===== src/rtl/audio_mem_pkg.sv =====
// Shared definitions for the audio sample-memory arbiter: FSM encodings,
// default address/data widths and a small sizing helper.
package audio_mem_pkg;

  typedef enum logic [1:0] {
    ARB_IDLE   = 2'd0,
    ARB_ISSUE  = 2'd1,
    ARB_WAIT   = 2'd2,
    ARB_RETURN = 2'd3
  } arb_state_t;

  localparam int ADDR_W_DEF = 21;
  localparam int DATA_W_DEF = 16;

  // Latency counter width; a latency of 1 still needs a 1-bit counter.
  function automatic int cnt_width(input int rd_lat);
    return (rd_lat > 1) ? $clog2(rd_lat) : 1;
  endfunction

endpackage


===== src/rtl/rr_pick.sv =====
// Combinational one-hot round-robin selector: the first requesting slot
// after last_grant (with wrap) wins.
module rr_pick #(
  parameter int N   = 4,
  parameter int IDW = 2
) (
  input  logic [N-1:0]   req,
  input  logic [IDW-1:0] last_grant,
  output logic [N-1:0]   grant
);

  // Scan N slots starting at last_grant+1; found_v blocks later hits.
  always_comb begin
    int             pos_v;
    logic [IDW-1:0] idx_v;
    logic           found_v;
    logic           hit_v;
    grant   = '0;
    found_v = 1'b0;
    pos_v   = 0;
    idx_v   = '0;
    hit_v   = 1'b0;
    for (int k = 1; k <= N; k++) begin
      pos_v        = int'(last_grant) + k;
      pos_v        = (pos_v >= N) ? (pos_v - N) : pos_v;
      idx_v        = pos_v[IDW-1:0];
      hit_v        = req[idx_v] & ~found_v;
      grant[idx_v] = grant[idx_v] | hit_v;
      found_v      = found_v | hit_v;
    end
  end

endmodule


===== src/rtl/audio_mem_arbiter.sv =====
// Round-robin arbiter for the single audio sample-memory read port, one read
// in flight. Define AUDIO_ARB_PRIO0_EN to give requester 0 strict priority.
module audio_mem_arbiter
  import audio_mem_pkg::*;
#(
  parameter int NUM_REQ = 4,
  parameter int ADDR_W  = ADDR_W_DEF,
  parameter int DATA_W  = DATA_W_DEF,
  parameter int RD_LAT  = 2
) (
  input  logic                      clock,
  input  logic                      reset,
  input  logic [NUM_REQ-1:0]        req_valid,
  input  logic [NUM_REQ*ADDR_W-1:0] req_addr,
  output logic [NUM_REQ-1:0]        req_ready,
  output logic [NUM_REQ-1:0]        rsp_valid,
  output logic [DATA_W-1:0]         rsp_data,
  output logic                      mem_rd_en,
  output logic [ADDR_W-1:0]         mem_addr,
  input  logic [DATA_W-1:0]         mem_rd_data
);

  localparam int IDW   = $clog2(NUM_REQ);
  localparam int CNT_W = cnt_width(RD_LAT);

  arb_state_t          state_r;
  arb_state_t          next_state_s;
  logic [IDW-1:0]      last_grant_r;
  logic [IDW-1:0]      id_r;
  logic [IDW-1:0]      win_id_s;
  logic [CNT_W-1:0]    wait_cnt_r;
  logic [NUM_REQ-1:0]  rr_req_s;
  logic [NUM_REQ-1:0]  rr_grant_s;
  logic [NUM_REQ-1:0]  grant_s;
  logic [NUM_REQ-1:0]  req_ready_s;
  logic [NUM_REQ-1:0]  rsp_valid_r;
  logic [DATA_W-1:0]   rsp_data_r;
  logic                mem_rd_en_r;
  logic [ADDR_W-1:0]   mem_addr_r;
  logic [ADDR_W-1:0]   win_addr_s;
  logic                any_req_s;
  logic                wait_done_s;

`ifdef AUDIO_ARB_PRIO0_EN
  // Requester 0 bypasses the rotation; the others rotate among themselves.
  assign rr_req_s = req_valid & ~{{(NUM_REQ-1){1'b0}}, 1'b1};
  assign grant_s  = req_valid[0] ? {{(NUM_REQ-1){1'b0}}, 1'b1} : rr_grant_s;
`else
  assign rr_req_s = req_valid;
  assign grant_s  = rr_grant_s;
`endif

  rr_pick #(
    .N   (NUM_REQ),
    .IDW (IDW)
  ) u_rr_pick (
    .req        (rr_req_s),
    .last_grant (last_grant_r),
    .grant      (rr_grant_s)
  );

  assign any_req_s   = |grant_s;
  assign wait_done_s = (wait_cnt_r == CNT_W'(RD_LAT - 1));

  // Encode the one-hot winner into an id and select its address.
  always_comb begin
    win_addr_s = '0;
    win_id_s   = '0;
    for (int i = 0; i < NUM_REQ; i++) begin
      win_addr_s = win_addr_s | ({ADDR_W{grant_s[i]}} & req_addr[i*ADDR_W +: ADDR_W]);
      win_id_s   = win_id_s | (grant_s[i] ? IDW'(i) : IDW'(0));
    end
  end

  // FSM state register.
  always_ff @(posedge clock) begin
    if (reset) begin
      state_r <= ARB_IDLE;
    end else begin
      state_r <= next_state_s;
    end
  end

  // FSM next-state logic.
  always_comb begin
    next_state_s = state_r;
    case (state_r)
      ARB_IDLE:   next_state_s = any_req_s ? ARB_ISSUE : ARB_IDLE;
      ARB_ISSUE:  next_state_s = ARB_WAIT;
      ARB_WAIT:   next_state_s = wait_done_s ? ARB_RETURN : ARB_WAIT;
      ARB_RETURN: next_state_s = ARB_IDLE;
      default:    next_state_s = ARB_IDLE;
    endcase
  end

  // FSM combinational output: accept pulse only while idle and out of reset.
  always_comb begin
    req_ready_s = '0;
    case (state_r)
      ARB_IDLE: req_ready_s = reset ? '0 : grant_s;
      default:  req_ready_s = '0;
    endcase
  end

  // Datapath: latch the accepted request, time the read, return the word.
  always_ff @(posedge clock) begin
    if (reset) begin
      last_grant_r <= IDW'(NUM_REQ - 1);
      id_r         <= '0;
      wait_cnt_r   <= '0;
      mem_rd_en_r  <= 1'b0;
      mem_addr_r   <= '0;
      rsp_valid_r  <= '0;
      rsp_data_r   <= '0;
    end else begin
      mem_rd_en_r <= (next_state_s == ARB_ISSUE);
      rsp_valid_r <= (state_r == ARB_WAIT && wait_done_s) ?
                     ({{(NUM_REQ-1){1'b0}}, 1'b1} << id_r) : '0;
      case (state_r)
        ARB_IDLE: begin
          wait_cnt_r <= '0;
          if (any_req_s) begin
            id_r       <= win_id_s;
            mem_addr_r <= win_addr_s;
          end
        end
        ARB_WAIT: begin
          if (wait_done_s) begin
            rsp_data_r <= mem_rd_data;
            wait_cnt_r <= '0;
          end else begin
            wait_cnt_r <= wait_cnt_r + CNT_W'(1);
          end
        end
        ARB_RETURN: begin
`ifdef AUDIO_ARB_PRIO0_EN
          if (id_r != IDW'(0)) begin
            last_grant_r <= id_r;
          end
`else
          last_grant_r <= id_r;
`endif
        end
        default: begin
          wait_cnt_r <= '0;
        end
      endcase
    end
  end

  assign req_ready = req_ready_s;
  assign rsp_valid = rsp_valid_r;
  assign rsp_data  = rsp_data_r;
  assign mem_rd_en = mem_rd_en_r;
  assign mem_addr  = mem_addr_r;

endmodule


===== config.mk =====
export PLATFORM = sky130hd
export DESIGN_NAME = audio_mem_arbiter
export DESIGN_NICKNAME = d
export VERILOG_FILES = /design/src/rtl/audio_mem_pkg.sv /design/src/rtl/rr_pick.sv /design/src/rtl/audio_mem_arbiter.sv
export SDC_FILE = /design/constraint.sdc
export NUM_CORES = 1
export LEC_CHECK = 0
export CORE_ASPECT_RATIO = 1.4
export CORE_MARGIN = 2
export CORE_UTILIZATION = 25
export DETAILED_ROUTE_END_ITERATION = 8
export SLEW_MARGIN = 0
export SYNTH_ARGS = -nofsm -noshare
export SYNTH_HDL_FRONTEND = slang
export SYNTH_SLANG_ARGS = --single-unit

===== constraint.sdc =====
create_clock -name clock -period 6.6 [get_ports clock]
set_input_delay 0.99 -clock clock [delete_from_list [all_inputs] [get_ports clock]]
set_output_delay 0.99 -clock clock [all_outputs]
set_load 0.005 [all_outputs]

Yosys cells after proc, flatten, opt, wreduce, memory -nomap -nowiden. Cells that the tools add are included.

Register bits: 49. Logic and storage cells: 108.

Add/subtract/negate cells: 9. Equal/unequal tests: 4. $lt $le $gt $ge: 12. Multiplexer cells: 41. Reductions and logical operators: 10. Shift-type cells: 1. Bitwise logic cells: 23.

Operator list (count): $and 21x21->21 (4); $or 21x21->21 (3); $bmux 1 s2 (8); $mux 1 (16); $bwmux 4 (3); $lt 2x3->1 const B (4); $mux 2 (6); $ge 3x3->1 const B (3); $demux 1 s2 (4); $ge 2x1->1 const B (4); $mux 4 (2); $pmux 2 s4 (1); $sub 2x1->2 const B (4); $add 2x2->3 const B (2); $or 1x1->1 (6); $logic_and 1x1->1 (5); $add 2x3->4 const B (1); $and 4x4->4 (1); $eq 2x1->1 const B (2); $eq 2x2->1 const B (2); $ge 4x3->1 const B (1); $not 1->1 (4); $reduce_and 2->1 (2); $reduce_or 4->1 (1); 9 further kinds (11).

Depth between registers and ports, before layout.
Depth after elaboration: 24. Gate-level depth with buffers: 15. Gate-level depth less buffers: 11.

Cells and area by module. Synthesis repeated with hierarchy kept, for this count alone.

Cells, all modules: 324. Area total of the unflattened synthesis: 2896.5 sq um.

By module, submodules not included: audio_mem_arbiter (area an instance 2284.7 sq um, sequential area each 980.9 sq um, times used 1, cells an instance 243); rr_pick (area an instance 611.8 sq um, sequential area each 0.0 sq um, times used 1, cells an instance 81).

Least setup slack after synthesis. OpenSTA, ideal clock, no wires.

Path kind: flip-flop to output port. Start: register last_grant_r[0]. End: output port req_ready[3]. Arrival: 3.346 ns. Buffers on the path: 3. Slack: 2.264 ns. Data required time: 5.610 ns. Cell stages (with the launch flop): 13. Cell sequence: dfxtp_1 > buf_2 > inv_1 > ha_1 > clkbuf_1 > and3b_1 > a211oi_1 > o311ai_0 > o32ai_1 > o2bb2ai_1 > a221oi_1 > clkbuf_1 > nor2b_1.

Word-level cells in the longest chain between the ends: 22.

Ends and longest elaborated chain: start: declaration (RTL line audio_mem_arbiter.sv:28) `logic [IDW-1:0] last_grant_r;`; start signal: assignment (RTL line audio_mem_arbiter.sv:108) `last_grant_r <= IDW'(NUM_REQ - 1);`; start signal: assignment (RTL line audio_mem_arbiter.sv:141) `last_grant_r <= id_r;`; $add 2x1->3 (RTL line rr_pick.sv:24) `pos_v = int'(last_grant) + k;`; $ge 3x3->1 or $sub 2x1->2 (tied branches) (RTL line rr_pick.sv:25) `pos_v = (pos_v >= N) ? (pos_v - N) : pos_v;`; $mux 2 (RTL line rr_pick.sv:25); $lt 2x3->1 (not written as such) or $ge 2x1->1 (tied branches) (RTL line rr_pick.sv:28) `grant[idx_v] = grant[idx_v] | hit_v;`; $logic_and 1x1->1 (not written as such) (RTL line rr_pick.sv:28); $mux 1 (not written as such) (RTL line rr_pick.sv:28); $demux 1 s2; $and 4x4->4 (no line); [... 6 more ...]; $or 1x1->1 (RTL line rr_pick.sv:28); $bwmux 4 (RTL line rr_pick.sv:28); $bmux 1 s2 (RTL line rr_pick.sv:28); $mux 1 (not written as such) (RTL line rr_pick.sv:28); $or 1x1->1 (RTL line rr_pick.sv:28); $bwmux 4 (*) (RTL line rr_pick.sv:28); $mux 4 (*) (RTL line audio_mem_arbiter.sv:100) `ARB_IDLE: req_ready_s = reset ? '0 : grant_s;`; $mux 4 (*) (RTL line audio_mem_arbiter.sv:99) `case (state_r)`; end: declaration (RTL line audio_mem_arbiter.sv:15) `output logic [NUM_REQ-1:0] req_ready,`.

Every way passes the cells marked *; elsewhere a longest branch is shown, timed or not. The select of a mux whose other input is x is not followed.

Worst setup path in the final report.
Start: input port req_valid[1]. End: output port req_ready[3].

Word-level cells in the longest chain between the ends: 18.

Ends and longest elaborated chain: start: declaration (RTL line audio_mem_arbiter.sv:13) `input logic [NUM_REQ-1:0] req_valid,`; $bmux 1 s2 (RTL line rr_pick.sv:27) `hit_v = req[idx_v] & ~found_v;`; $mux 1 (not written as such) (RTL line rr_pick.sv:27); $or 1x1->1 (RTL line rr_pick.sv:28); $and 4x4->4 (no line); $bmux 1 s2 (RTL line rr_pick.sv:28); $mux 1 (not written as such) (RTL line rr_pick.sv:28); $or 1x1->1 (RTL line rr_pick.sv:28); $bwmux 4 (RTL line rr_pick.sv:28); [... 2 more ...]; $or 1x1->1 (RTL line rr_pick.sv:28); $bwmux 4 (RTL line rr_pick.sv:28); $bmux 1 s2 (RTL line rr_pick.sv:28); $mux 1 (not written as such) (RTL line rr_pick.sv:28); $or 1x1->1 (RTL line rr_pick.sv:28); $bwmux 4 (*) (RTL line rr_pick.sv:28); $mux 4 (*) (RTL line audio_mem_arbiter.sv:100); $mux 4 (*) (RTL line audio_mem_arbiter.sv:99).

Marked as above.

==> flow_summary.toml <==
[logic_synthesis]
synth-seq-cells = 49
synth_most_common_cell = "dfxtp_1"
avgSynthCellArea_um2 = 8.64
async_flop_share_pct = 0
synth_top_flop_cell = "dfxtp_1"
synth_edf_count = 0
ys_seq_area_share_pct = 31.8
yosysTopAreaCell = "dfxtp_1"
synth_nets = 475
synth_area_leaders = "dfxtp_1, a22oi_1, a311oi_2"
syn_area_mm2 = 0.00308
synth_cell_types = 52
ys_top_cells_by_count = "dfxtp_1, a21oi_1, nand2_1"
yosys_warnings = 0
synthCells = 357
yosys.area.top_type_share_pct = 31.8

[power]
p_clk_share_pct = 14.3
swShare_pct = 43.7
power_frac_comb_pct = 62.8
p_sw_mw = 0.776
p_per_area_mw_per_mm2 = 365
p_leak_nw = 1.67
p_int_mw = 0.999
power_mw = 1.77
peakVddDrop_mv = 0.147
seqPwrFrac_pct = 22.9

[cells_and_area]
utilization_pct = 39.9
drive_above_1_share_pct = 8.92
multi_input_area_mm2 = 0.00196
area_growth_syn_to_layout_pct = 57.6
finalNonFillerCells = 643
final-seq-area_um2 = 981
n_antenna_cell = 0
nNetsFinal = 610
num-fill-cells = 1204

[cts]
clock_path_buffers = 2
cts_sinks = 49
cts_tree = "done"
cts_resized = 0
postCtsHoldBufs = 0
postCtsSetupRepairBufs = 0
htreeDepth = 2
clk_transition_reported_paths_ns = 0.07
root_buffer = "clkbuf_16"
cts_made_buffers = 5
clock_latency_ns = 0.29

[global_route]
grt_usage_pct = 15.8
grt_pass1_vias = 3323
grt_pass1_wl_mm = 16.9
grt_overflow_total = 0
grt_max_degree = 46
antenna_found_initial = 0

[routing]
drtAntennaViolNets = 0
dr_total_vias = 3385
dr.pass1.iters = 4
drc = 0
drt_iter0_markers = 158
vias_per_cell = 5.26
wirelength_mm = 10.7
avgRoutedWirePerCell_um = 16.7

[critical_path]
reg2reg_from = "last_grant_r[1]$_SDFFE_PP1N_"
cp_slowest_cell = "a221oi_2"
crit_arrival_ns = 4.76
endpoint = "req_ready[3]"
startpoint = "req_valid[1]"
critPathMaxStageDelay_ns = 0.87
crit_chain = "clkdlybuf4s50_1, mux4_2, o311ai_0, o32ai_1, o2bb2ai_1, a221oi_2, nor2b_1, clkdlybuf4s50_1"
reg2reg_setup_slack_ns = 1.26
critPathLaunchType = "input pin"
reg2reg_to = "mem_addr[14]$_SDFFE_PP0P_"
crit_required_ns = 5.61
worstPathMaxFanout = 14
cp.depth = 8
critPathTopFamily = "compound AO/OA/AOI/OAI gates"
endpoint_kind = "output port"
critical_path_class = "input pin to output port"
cp_common_cell = "clkdlybuf4s50_1"
timing.critical_path.buf_inv = 2
worst-r2r-cell-count = 12

[die]
io_pins = 152
die_height_um = 135
row_count = 48
start_util_pct = 25.3
core_mm2 = 0.0122
dieArea_mm2 = 0.0133
die_w_um = 97.9

[placement]
placed_cells = 635
dpl.hpwl_mm = 8.15
port_buffers = 151
place_congestion = 0.842

[timing]
clock_skew_ns = 0.00532
fmax_mhz = 174
finalMaxSlewViolations = 0
rsz0062_at_grt = "false"
worst_pin_slew_ns = 1.05
finalHoldViolations = 0
finalCriticalPeriod_ns = 5.75
max_slew_margin_pct = 30.1
fin_crit_sh_pct = 87.1
finalSetupViolCount = 0
finalSetupTns_ns = 0

[worst_hold_path]
hp-class = "flip-flop to flip-flop"

[status]
outcome = "completed"

[job]
maxCapViolCount = 0
## registers in the layout, indices dropped and copies added, names as in the netlist
register	cells
mem_rd_en	1
wait_cnt_r	1
mem_addr	21
rsp_valid	4
id_r	2
rsp_data	16
state_r	2
last_grant_r	2
## stage by stage
stage               setup WS [ns]  instance area [µm²]  hold slack (ns)
finish                      0.853                 4860            0.455
floorplan                    2.26                 3080            0.441
global placement            0.996                 4720            0.442
CTS                         0.908                 4860            0.460
detailed placement          0.887                 4720            0.450
global route                0.571                 4860            0.473
## worst min path at each step
stage / startpoint / endpoint / slack (ns) / depth (start not counted)
global route: rsp_data[14]$_SDFFE_PP0P_ / rsp_data[14]$_SDFFE_PP0P_ / 0.47 / 2
finish: rsp_data[14]$_SDFFE_PP0P_ / rsp_data[14]$_SDFFE_PP0P_ / 0.46 / 2
CTS: rsp_data[7]$_SDFFE_PP0P_ / rsp_data[7]$_SDFFE_PP0P_ / 0.46 / 2
detailed placement: rsp_data[7]$_SDFFE_PP0P_ / rsp_data[7]$_SDFFE_PP0P_ / 0.45 / 2
floorplan: id_r[0]$_SDFFE_PP0P_ / rsp_valid[2]$_SDFF_PP0_ / 0.44 / 1
global placement: rsp_data[12]$_SDFFE_PP0P_ / rsp_data[12]$_SDFFE_PP0P_ / 0.44 / 2
## layout by cell type, fill, tap and decap left out, drive strengths merged, types with 3 or more instances in the layout
master         count
a211oi             8
a21oi             47
a22oi             43
a311oi            21
and2               4
and3               3
and3b              4
buf                8
clkbuf             6
clkdlybuf4s50    150
dfxtp             49
ha                12
inv                8
mux4               3
nand2             46
nor2              13
nor2b              6
nor3               8
o211ai             6
o21ai              5
o311ai             3
## metal layers
layer	routed length [µm]	up-vias	global-route usage, %	share of wire [%]
met1	4130	1580	17.1	39
met2	5660	133	29.5	53
li1	-	1646	-	-
met3	591	26	3.15	5.5
met4	336	0	7.10	3.1
met5	0	-	0	0
## power groups by stage
stage	Combinational [mW]	Clock [mW]	Sequential, mW
6_report	1.12	0.253	0.406
3_5_place_dp	1.12	0	0.413
5_1_grt	1.22	0.272	0.415
2_1_floorplan	0.753	0	0.411
4_1_cts	1.13	0.262	0.407
3_3_place_gp	1.11	0	0.410
## worst register-to-register path: stages, from the launching register on
cell and delay (ns):
dfxtp_1 0.58, inv_1 0.24, ha_1 0.55, mux4_2 0.47, mux2_4 0.30, o21a_1 0.19, o32ai_1 0.16, o2bb2ai_1 0.19
a221oi_2 0.87, buf_4 0.33, a2111o_1 0.65, and2_4 0.50, a311oi_2 0.16
## layout make-up
class,instances,share of cell area [%]
Timing Repair Buffer,158,32.1
Multi-Input combinational cell,270,40.3
Tap cell,150,3.86
Inverter,8,0.618
Sequential cell,49,20.2
Clock buffer,6,2.65
Clock inverter,2,0.309
## cell families (layout without fill, tap and decap cells)
family	count (synthesis)	after routing	share of synthesized area, %
DFF	49	49	31.8
and+or+nand+nor	98	98	15.7
buffers and inverters	38	174	5.27
adders and majority gates	12	12	4.87
muxes	6	6	3.37
AOI/OAI and AO/OA	154	154	39.0
Note: power is estimated with default switching activity, not from simulation.
